$ cat src/rtl/fma_pipe_param.sv
// Seven-stage fused multiply-add with a valid bit per stage, global stall and
// truncating (round-toward-zero) rounding; special operands bypass the arithmetic.
module fma_pipe_param #(
  parameter int EXP_W = 8,
  parameter int MAN_W = 23,
  parameter int TAG_W = 8
) (
  input  logic                   clock,
  input  logic                   reset,
  input  logic                   in_valid,
  output logic                   in_ready,
  input  logic [EXP_W+MAN_W:0]   a_multiplicand,
  input  logic [EXP_W+MAN_W:0]   b_multiplier,
  input  logic [EXP_W+MAN_W:0]   c_addition,
  input  logic [1:0]             mode,
  input  logic [TAG_W-1:0]       tag_in,
  output logic                   out_valid,
  input  logic                   out_ready,
  output logic [EXP_W+MAN_W:0]   accumulate,
  output logic [TAG_W-1:0]       tag_out,
  output logic [2:0]             flags,
  output logic                   busy
);
  localparam int W   = 1 + EXP_W + MAN_W;
  localparam int SW  = MAN_W + 4;        // hidden bit, fraction, guard, round, sticky
  localparam int PW  = 2 * MAN_W + 2;
  localparam int EW2 = EXP_W + 2;        // signed working exponent
  localparam logic [EXP_W-1:0] EXP_ONES = '1;
  localparam logic [EW2-1:0]   EXP_TOP  = {2'b00, EXP_ONES};
  localparam logic [EW2-1:0]   BIAS_X   = {3'b000, {(EXP_W-1){1'b1}}};
  localparam logic [EW2-1:0]   SW_X     = EW2'(SW);
  localparam logic [W-1:0]     QNAN     = {1'b0, EXP_ONES, 1'b1, {(MAN_W-1){1'b0}}};
  localparam logic [W-1:0]     ONE      = {2'b00, {(EXP_W-1){1'b1}}, {MAN_W{1'b0}}};

  typedef struct packed {
    logic [TAG_W-1:0] tag;
    logic             spec;
    logic [W-1:0]     sres;
    logic [2:0]       sflg;
  } side_t;

  // Handshake: an input transfers on in_valid && in_ready, a result on
  // out_valid && out_ready; a held result (out_valid && !out_ready) freezes every stage.
  logic stall;
  logic [7:1] vld;
  side_t sd [1:6];

  assign stall     = vld[7] && !out_ready;
  assign in_ready  = !stall;
  assign out_valid = vld[7];
  assign busy      = |vld;

  // Returns {nan, inf, zero}; exp == 0 counts as zero so denormals are flushed.
  function automatic logic [2:0] classify(input logic [W-2:0] x);
    logic mx;
    mx = &x[W-2:MAN_W];
    return {mx && |x[MAN_W-1:0], mx && ~|x[MAN_W-1:0], ~|x[W-2:MAN_W]};
  endfunction

  // ---------------- stage 1: operand selection and special-case decode
  logic [W-1:0] b_eff, c_eff, sres_n;
  logic [2:0]   ca, cb, cc, sflg_n;
  logic         p_sign, p_inf, p_zero, spec_n;

  always_comb begin
    b_eff = b_multiplier;
    c_eff = c_addition;
    case (mode)
      2'b01:   c_eff[W-1] = ~c_addition[W-1];
      2'b10:   c_eff = '0;
      2'b11:   b_eff = ONE;
      default: ;
    endcase
  end

  assign ca     = classify(a_multiplicand[W-2:0]);
  assign cb     = classify(b_eff[W-2:0]);
  assign cc     = classify(c_eff[W-2:0]);
  assign p_sign = a_multiplicand[W-1] ^ b_eff[W-1];
  assign p_inf  = ca[1] | cb[1];
  assign p_zero = ca[0] | cb[0];

  always_comb begin
    spec_n = 1'b1;
    sres_n = QNAN;
    sflg_n = 3'b000;
    if (ca[2] | cb[2] | cc[2]) sflg_n = 3'b000;
    else if (p_inf && p_zero) sflg_n = 3'b100;
    else if (p_inf && cc[1] && (p_sign != c_eff[W-1])) sflg_n = 3'b100;
    else if (p_inf) sres_n = {p_sign, EXP_ONES, {MAN_W{1'b0}}};
    else if (cc[1]) sres_n = {c_eff[W-1], EXP_ONES, {MAN_W{1'b0}}};
    else spec_n = 1'b0;
  end

  logic             s1_ps, s1_pz, s1_cs, s1_cz;
  logic [EXP_W-1:0] s1_ea, s1_eb, s1_ce;
  logic [MAN_W:0]   s1_ma, s1_mb, s1_cm;
  logic             s2_ps, s2_pz, s2_cs, s2_cz;
  logic [EW2-1:0]   s2_pe;
  logic [PW-1:0]    s2_prod;
  logic [EXP_W-1:0] s2_ce;
  logic [MAN_W:0]   s2_cm;
  logic             s3_ps, s3_pz, s3_cs, s3_cz;
  logic [EW2-1:0]   s3_pe;
  logic [SW-1:0]    s3_pm, s3_cm;
  logic [EXP_W-1:0] s3_ce;
  logic             s4_bs, s4_ss;
  logic [SW-1:0]    s4_bm, s4_sm;
  logic [EW2-1:0]   s4_be;
  logic [SW:0]      s5_sum;
  logic             s5_s;
  logic [EW2-1:0]   s5_e;
  logic [MAN_W-1:0] s6_f;
  logic [EW2-1:0]   s6_e;
  logic             s6_s, s6_z;

  // ---------------- stage 4: swap so the larger-exponent addend is "big", align the other
  logic            p_big, sm_s, big_s_n;
  logic [SW-1:0]   big_m_n, sm_m, sh_n;
  logic [EW2-1:0]  big_e_n, sm_e, d_n;
  logic [2*SW-1:0] ext;

  always_comb begin
    p_big = s3_cz || (!s3_pz && ($signed(s3_pe) >= $signed({2'b00, s3_ce})));
    if (p_big) begin
      big_m_n = s3_pm;  big_e_n = s3_pe;            big_s_n = s3_ps;
      sm_m    = s3_cm;  sm_e    = {2'b00, s3_ce};   sm_s    = s3_cs;
    end else begin
      big_m_n = s3_cm;  big_e_n = {2'b00, s3_ce};   big_s_n = s3_cs;
      sm_m    = s3_pm;  sm_e    = s3_pe;            sm_s    = s3_ps;
    end
    d_n = big_e_n - sm_e;
    ext = {sm_m, {SW{1'b0}}} >> d_n;
    if ($signed(d_n) < 0 || $signed(d_n) >= $signed(SW_X))
      sh_n = {{(SW-1){1'b0}}, |sm_m};
    else
      sh_n = {ext[2*SW-1:SW+1], ext[SW] | (|ext[SW-1:0])};
  end

  // ---------------- stage 5: signed-magnitude add
  logic [SW:0] sum_n;
  logic        sgn_n;

  always_comb begin
    sgn_n = s4_bs;
    if (s4_bs == s4_ss) sum_n = {1'b0, s4_bm} + {1'b0, s4_sm};
    else if (s4_bm >= s4_sm) sum_n = {1'b0, s4_bm - s4_sm};
    else begin
      sum_n = {1'b0, s4_sm - s4_bm};
      sgn_n = s4_ss;
    end
    // Exact zero is +0 unless both addends were negative.
    if (sum_n == '0) sgn_n = s4_bs & s4_ss;
  end

  // ---------------- stage 6: normalise (carry right-shift or leading-zero left-shift)
  logic [EW2-1:0] lz, ne;
  logic [SW-1:0]  nm;

  always_comb begin
    lz = '0;
    for (int i = 0; i < SW; i++) if (s5_sum[i]) lz = EW2'(SW - 1 - i);
    if (s5_sum[SW]) begin
      nm = {s5_sum[SW:2], s5_sum[1] | s5_sum[0]};
      ne = s5_e + 1'b1;
    end else begin
      nm = s5_sum[SW-1:0] << lz;
      ne = s5_e - lz;
    end
  end

  // ---------------- stage 7: pack with overflow/underflow handling
  logic [W-1:0] res_n;
  logic [2:0]   flg_n;

  always_comb begin
    res_n = {s6_s, s6_e[EXP_W-1:0], s6_f};
    flg_n = 3'b000;
    if (sd[6].spec) begin
      res_n = sd[6].sres;
      flg_n = sd[6].sflg;
    end else if (s6_z) res_n = {s6_s, {(W-1){1'b0}}};
    else if ($signed(s6_e) >= $signed(EXP_TOP)) begin
      res_n = {s6_s, EXP_ONES, {MAN_W{1'b0}}};
      flg_n = 3'b010;
    end else if (s6_e[EW2-1] || s6_e == '0) begin
      res_n = {s6_s, {(W-1){1'b0}}};
      flg_n = 3'b001;
    end
  end

  always_ff @(posedge clock or negedge reset) begin
    if (!reset) vld <= '0;
    else if (!stall) vld <= {vld[6:1], in_valid};
  end

  always_ff @(posedge clock) begin
    if (!stall) begin
      sd[1] <= '{tag: tag_in, spec: spec_n, sres: sres_n, sflg: sflg_n};
      for (int i = 2; i <= 6; i++) sd[i] <= sd[i-1];
      s1_ps <= p_sign;  s1_pz <= p_zero;
      s1_ea <= a_multiplicand[W-2:MAN_W];
      s1_eb <= b_eff[W-2:MAN_W];
      s1_ma <= ca[0] ? '0 : {1'b1, a_multiplicand[MAN_W-1:0]};
      s1_mb <= cb[0] ? '0 : {1'b1, b_eff[MAN_W-1:0]};
      s1_cs <= c_eff[W-1];  s1_cz <= cc[0];
      s1_ce <= c_eff[W-2:MAN_W];
      s1_cm <= cc[0] ? '0 : {1'b1, c_eff[MAN_W-1:0]};
      s2_prod <= PW'(s1_ma) * PW'(s1_mb);
      s2_pe   <= {2'b00, s1_ea} + {2'b00, s1_eb} - BIAS_X;
      s2_ps <= s1_ps;  s2_pz <= s1_pz;  s2_cs <= s1_cs;  s2_cz <= s1_cz;
      s2_ce <= s1_ce;  s2_cm <= s1_cm;
      // Keep hidden bit, fraction, guard and round; everything below folds into sticky.
      if (s2_prod[PW-1]) begin
        s3_pm <= {s2_prod[PW-1 -: MAN_W+3], |s2_prod[PW-MAN_W-4:0]};
        s3_pe <= s2_pe + 1'b1;
      end else begin
        s3_pm <= {s2_prod[PW-2 -: MAN_W+3], |s2_prod[PW-MAN_W-5:0]};
        s3_pe <= s2_pe;
      end
      s3_ps <= s2_ps;  s3_pz <= s2_pz;  s3_cs <= s2_cs;  s3_cz <= s2_cz;
      s3_ce <= s2_ce;  s3_cm <= {s2_cm, 3'b000};
      s4_bm <= big_m_n;  s4_be <= big_e_n;  s4_bs <= big_s_n;
      s4_sm <= sh_n;     s4_ss <= sm_s;
      s5_sum <= sum_n;  s5_s <= sgn_n;  s5_e <= s4_be;
      s6_f <= nm[SW-2:3];  s6_e <= ne;  s6_s <= s5_s;  s6_z <= ~|nm;
    end
  end

  always_ff @(posedge clock or negedge reset) begin
    if (!reset) begin
      accumulate <= '0;
      tag_out    <= '0;
      flags      <= '0;
    end else if (!stall && vld[6]) begin
      accumulate <= res_n;
      tag_out    <= sd[6].tag;
      flags      <= flg_n;
    end
  end
endmodule

$ cat config.mk
export PLATFORM = sky130hd
export DESIGN_NAME = fma_pipe_param
export DESIGN_NICKNAME = d
export VERILOG_FILES = /design/src/rtl/fma_pipe_param.sv
export SDC_FILE = /design/constraint.sdc
export NUM_CORES = 2
export LEC_CHECK = 0
export BUFFER_PORTS_ARGS = -buffer_cell sky130_fd_sc_hd__buf_2
export CAP_MARGIN = 20
export CORE_MARGIN = 4
export CORE_UTILIZATION = 43
export DETAILED_ROUTE_END_ITERATION = 10
export GPL_TIMING_DRIVEN = 0
export SLEW_MARGIN = 20
export SYNTH_ARGS = -nofsm -noshare
export SYNTH_HDL_FRONTEND = slang
export SYNTH_SLANG_ARGS = --single-unit
export TNS_END_PERCENT = 1
$ cat constraint.sdc
create_clock -name clock -period 19.4 [get_ports clock]
set_input_delay 0 -clock clock [delete_from_list [all_inputs] [get_ports clock]]
set_output_delay 0 -clock clock [all_outputs]
set_load 0.005 [all_outputs]
## Word-level counts from Yosys, hierarchy flattened

Memories as Yosys holds them, arrays and structs flattened.
Cells that the tools add are included.

| word-level totals | value |
|---|---|
| bits in writable memories | 264 |
| output and inout bits | 46 |
| logic and storage cells | 193 |
| bits in registers | 457 |
| memories kept | 1 |

Memories:

| memory | words | width | rd ports | clocked after memory_dff | write ports | line | text |
|---|---|---|---|---|---|---|---|
| sd | 6 | 44 | 6 | 0 | 6 | 46 | `side_t sd [1:6];` |

| cells by class | value |
|---|---|
| $add $sub $neg | 9 |
| bitwise operators | 9 |
| $lt $le $gt $ge | 5 |
| multiply operators | 1 |
| equality and inequality tests | 5 |
| mux-type cells | 71 |
| shift operators | 2 |
| reductions and logical operators | 42 |

Operator list:

| cell | count |
|---|---|
| 10-bit 2-to-1 mux | 30 |
| 32-bit 2-to-1 mux | 7 |
| 31-bit 2-to-1 mux | 4 |
| 27-bit 2-to-1 mux | 4 |
| 27-bit OR reduction | 3 |
| 24-bit 2-to-1 mux | 3 |
| 23-bit OR reduction | 3 |
| 54-bit by 10-bit >> shifter with 54-bit output | 1 |
| 27-bit subtractor | 2 |
| 24-bit by 24-bit multiplier with 48-bit output | 1 |
| 27-bit by 27-bit adder with 28-bit output | 1 |
| 28-bit zero test | 1 |
| 28-bit 2-to-1 mux | 1 |
| 27-bit >= comparator | 1 |
| 27-bit by 10-bit left shift with 27-bit output | 1 |
| 26-bit 2-to-1 mux | 1 |
| 8-bit AND reduction | 3 |
| 8-bit OR reduction | 3 |
| 22-bit OR reduction | 1 |
| 21-bit OR reduction | 1 |
| 10-bit by 1-bit adder with 10-bit output, second input constant | 2 |
| 10-bit subtractor | 2 |
| 1-bit 2-to-1 mux | 13 |
| 1-bit logical AND | 12 |
| 22 further kinds | 43 |

## Longest topological paths before layout

| depth | value |
|---|---|
| word-level depth | 31 |
| mapped depth | 29 |
| depth with buffers taken out | 28 |

## Worst setup path before layout

OpenSTA, ideal clock, no wires.

| timing path | value |
|---|---|
| path type | register to register |
| from | register vld[7] (netlist bit) |
| to | register accumulate[22] |
| required time | 19.256 ns |
| path slack | 1.955 ns |
| stages on the path, launching flop included | 6 |
| arrival | 17.301 ns |
| period minus slack after synthesis | 17.445 ns |
| path buffers | 1 |
| cells stage by stage | dfrtp_1 -> nand2b_1 -> clkbuf_1 -> nand2_1 -> a221oi_1 -> nor2_1 |

| on the way | value |
|---|---|
| cells in the longest elaborated chain, start to end | 3 |

RTL lines:

| what | line | text |
|---|---|---|
| start: declaration | 45 | `logic [7:1] vld;` |
| start signal: assignment | 194 | `else if (!stall) vld <= {vld[6:1], in_valid};` |
| 1-bit logical AND | 48 | `assign stall = vld[7] && !out_ready;` |
| 1-bit zero test | -- |  |
| via in_ready | 11 | `output logic in_ready,` |
| 1-bit logical AND | 235 | `end else if (!stall && vld[6]) begin` |
| end signal: assignment | 236 | `accumulate <= res_n;` |
| end: declaration | 19 | `output logic [EXP_W+MAN_W:0] accumulate,` |

The timed path passes the listed nets, and every way through them passes these cells.
A chain may end at the register's enable or synchronous reset.

## Worst setup path after layout

| timing path | value |
|---|---|
| from | register s1_mb[7] |
| to | register s2_prod[46] (data pin) |

| on the way | value |
|---|---|
| cells in the longest elaborated chain, start to end | 1 |

RTL lines:

| what | line | text |
|---|---|---|
| start: declaration | 97 | `logic [MAN_W:0] s1_ma, s1_mb, s1_cm;` |
| start signal: assignment | 205 | `s1_mb <= cb[0] ? '0 : {1'b1, b_eff[MAN_W-1:0]};` |
| 24-bit by 24-bit multiplier with 48-bit output | 209 | `s2_prod <= PW'(s1_ma) * PW'(s1_mb);` |
| end signal: assignment | 209 |  |
| end: declaration | 100 | `logic [PW-1:0] s2_prod;` |

No other way between the ends.

==> results.sh <==
export IMPL_fp_coreArea_um2=108000
export IMPL_yosysMostFrequentCell="nand2_1"
export IMPL_clockBufferDepth=3
export IMPL_max_freq_mhz=113
export IMPL_die_w_um=338
export IMPL_wirelength_um=145000
export IMPL_dieArea_um2=115000
export IMPL_cp_arrival_ps=9240
export IMPL_startpoint_type="flip-flop"
export IMPL_yosys_warnings=0
export IMPL_setup_viol=0
export IMPL_path_clk_slew_ps=60
export IMPL_ant_nets=0
export IMPL_max_cap_violations=0
export IMPL_drive_above_1_share_pct=7.79
export IMPL_initial_core_util_pct=43.6
export IMPL_num_rows=120
export IMPL_final_hold_viol_count=0
export IMPL_track_usage_pct=25.0
export IMPL_gp_congestion=0.979
export IMPL_place_hpwl_um=115000
export IMPL_clock_latency_ps=680
export IMPL_drt_iter0_drc=2581
export IMPL_grt_pass1_vias=36600
export IMPL_numPortBuffers=155
export IMPL_cp_slowest_cell="edfxtp_1"
export IMPL_vias_per_cell=5.50
export IMPL_synthTopCellsByArea="edfxtp_1 (31%), fa_1 (21%), ha_1 (7.8%), nand2_1 (5.1%), inv_1 (5.0%)"
export IMPL_finalClockSkew_ps=36.2
export IMPL_slew_violations=0
export IMPL_overflow=0
export IMPL_drc=0
export IMPL_crit_top_cell="fa_1"
export IMPL_synth_top_area_cell="edfxtp_1"
export IMPL_rsz0062_at_grt="false"
export IMPL_grt_pass1_wl_um=221000
export IMPL_synth_nets=5477
export IMPL_crit_path_end_kind="flip-flop"
export IMPL_synth_async_reset_ratio_pct=9.45
export IMPL_critPathMaxStageDelay_ps=700
export IMPL_netlist_top_cells_count="nand2_1 (643), inv_1 (630), fa_1 (487), edfxtp_1 (479), ha_1 (294)"
export IMPL_slew_headroom_pct=26.8
export IMPL_cp_max_fo=10
export IMPL_worstSetupPathType="reg -> reg"
export IMPL_status="completed"
export IMPL_htreeDepth=2
export IMPL_hp_class="in -> reg"
export IMPL_holdWs_ps=51.9
export IMPL_finalCritPeriodShare_pct=45.5
export IMPL_period_minus_slack_ps=8820
export IMPL_nets=5814
export IMPL_ys_ff_latch=529
export IMPL_synth_edf_count=479
export IMPL_vias=35100
export IMPL_cts_tree="yes"
export IMPL_grt_max_degree=58
export IMPL_tightest_slew_ps=1090
export IMPL_ys_seq_area_share_pct=33.3
export IMPL_cts_inserted_buffers=58
export IMPL_rrSetupSlack_ps=10580
export IMPL_antenna_found_initial=4
export IMPL_fp_dieH_um=338
export IMPL_ys_flop_type="edfxtp_1"
export IMPL_syn_cell_area_um2=46900
export IMPL_clockRootBuffer="clkbuf_16"
export IMPL_yosysUniqueCellTypes=87
export IMPL_syn_avg_cell_area_um2=10.2
export IMPL_dr_pass1_iters=6
export IMPL_synth_top_area_share_pct=30.6
export IMPL_cts_sinks=529
export IMPL_cts_resized_gates=0
export IMPL_cp_required_ps=19830
export IMPL_pin_count=156
export IMPL_drt_wirelength_per_cell_um=22.7
export IMPL_syn_inst=4586
export IMPL_synthToLayoutAreaGrowth_pct=12.3
-- metrics by stage --
| stage | instances | instance area [µm²] | setup WS [ps] | utilization, % | setup TNS (ps) |
|---|---|---|---|---|---|
| floorplan | 4586 | 46900 | 1960 | - | 0 |
| detailed placement | 6154 | 49700 | 10610 | 46.2 | 0 |
| finish | 6374 | 52700 | 10580 | 49.0 | 0 |
| CTS | 6373 | 52700 | 10590 | 49.0 | 0 |
| global placement | 6144 | 49500 | -6330 | 46.0 | -705910 |
| global route | 6373 | 52700 | 10260 | 49.0 | 0 |
-- state kept, by name, indices dropped and copies added, names as in the netlist, 10 cells and up --
signal,cells
sd,72
s2_prod,48
accumulate,32
s5_sum,28
s3_pm,27
s4_bm,27
s4_sm,27
s1_cm,24
s1_ma,24
s1_mb,24
s2_cm,24
s3_cm,24
s6_f,23
s2_pe,10
s3_pe,10
s4_be,10
s5_e,10
s6_e,10
-- cell families after synthesis --
| kind of cell | share of synthesized area (%) |
|---|---|
| xor gates and xnor gates | 1.87 |
| adders and majority gates | 28.6 |
| and+or+nand+nor | 15.1 |
| DFF | 33.3 |
| muxes | 4.80 |
| AOI/OAI and AO/OA | 9.40 |
| buffers and inverters | 6.93 |
-- cells in the final DEF (no fill, tap or decap), types with 60 or more instances in the layout --
| cell | n |
|---|---|
| xnor2_1 | 76 |
| buf_2 | 172 |
| o21ai_0 | 140 |
| fa_1 | 487 |
| edfxtp_1 | 479 |
| mux2i_1 | 130 |
| nor2b_1 | 64 |
| ha_1 | 294 |
| clkbuf_1 | 194 |
| nor4_1 | 60 |
| and2_1 | 288 |
| a21oi_1 | 177 |
| nor2_1 | 157 |
| dlygate4sd3_1 | 111 |
| inv_1 | 630 |
| nand2_1 | 643 |
-- layout make-up --
| type | instances | area [µm²] |
|---|---|---|
| multi-input cells | 3206 | 28100 |
| fillers | 10000 | 54900 |
| well taps | 1403 | 1760 |
| clock buffers | 73 | 1540 |
| flip-flops and latches | 529 | 15600 |
| diodes | 1 | 2.50 |
| plain buffers | 220 | 890 |
| clock inverters | 34 | 313 |
| inverters | 631 | 2370 |
| repair buffers | 277 | 2160 |
-- repair_timing --
| action | CTS | global route |
|---|---|---|
| setup buffers | 0 | 0 |
| hold buffers | 112 | 0 |
| endpoints found under the hold margin | 157 | 0 |
| endpoints found under the setup margin | 0 | 0 |
-- worst max-delay path: cells and delay by family (launching register included) --
family	cells	cell delay, ps
AOI/OAI and AO/OA	8	2380
xor gates and xnor gates	1	360
adders and majority gates	8	3740
buffers and inverters	6	890
DFF	1	700
and+or+nand+nor	3	540
-- worst paths after layout --
kind | start | to | cells past startpoint
max | s1_mb[7]$_SDFFCE_PP0N_ | s2_prod[46]$_DFFE_PN_ | 26
min | tag_in[0] | sd[0][80]$_DFFE_PN_ | 2
max reg2reg | s1_mb[7]$_SDFFCE_PP0N_ | s2_prod[46]$_DFFE_PN_ | 26
min reg2reg | sd[0][254]$_DFFE_PN_ | sd[0][298]$_DFFE_PN_ | 0
max in group asynchronous | reset | tag_out[0]$_DFFE_PN0P_ | 4
min in group asynchronous | reset | accumulate[27]$_DFFE_PN0P_ | 4
-- per-layer routing --
layer	share of wire (%)	vias to the layer above	wire length, µm	global-route usage, %
met5	0.0090	-	13	0
met4	5.1	2	7370	11.1
met3	7.2	322	10400	4.50
met2	48	1332	69600	42.9
met1	40	17300	57100	30.8
li1	-	16100	-	-
Power is left out: the tool's default activity adds up to more than one toggle a clock period on the data nets, which glitch-free logic cannot reach.
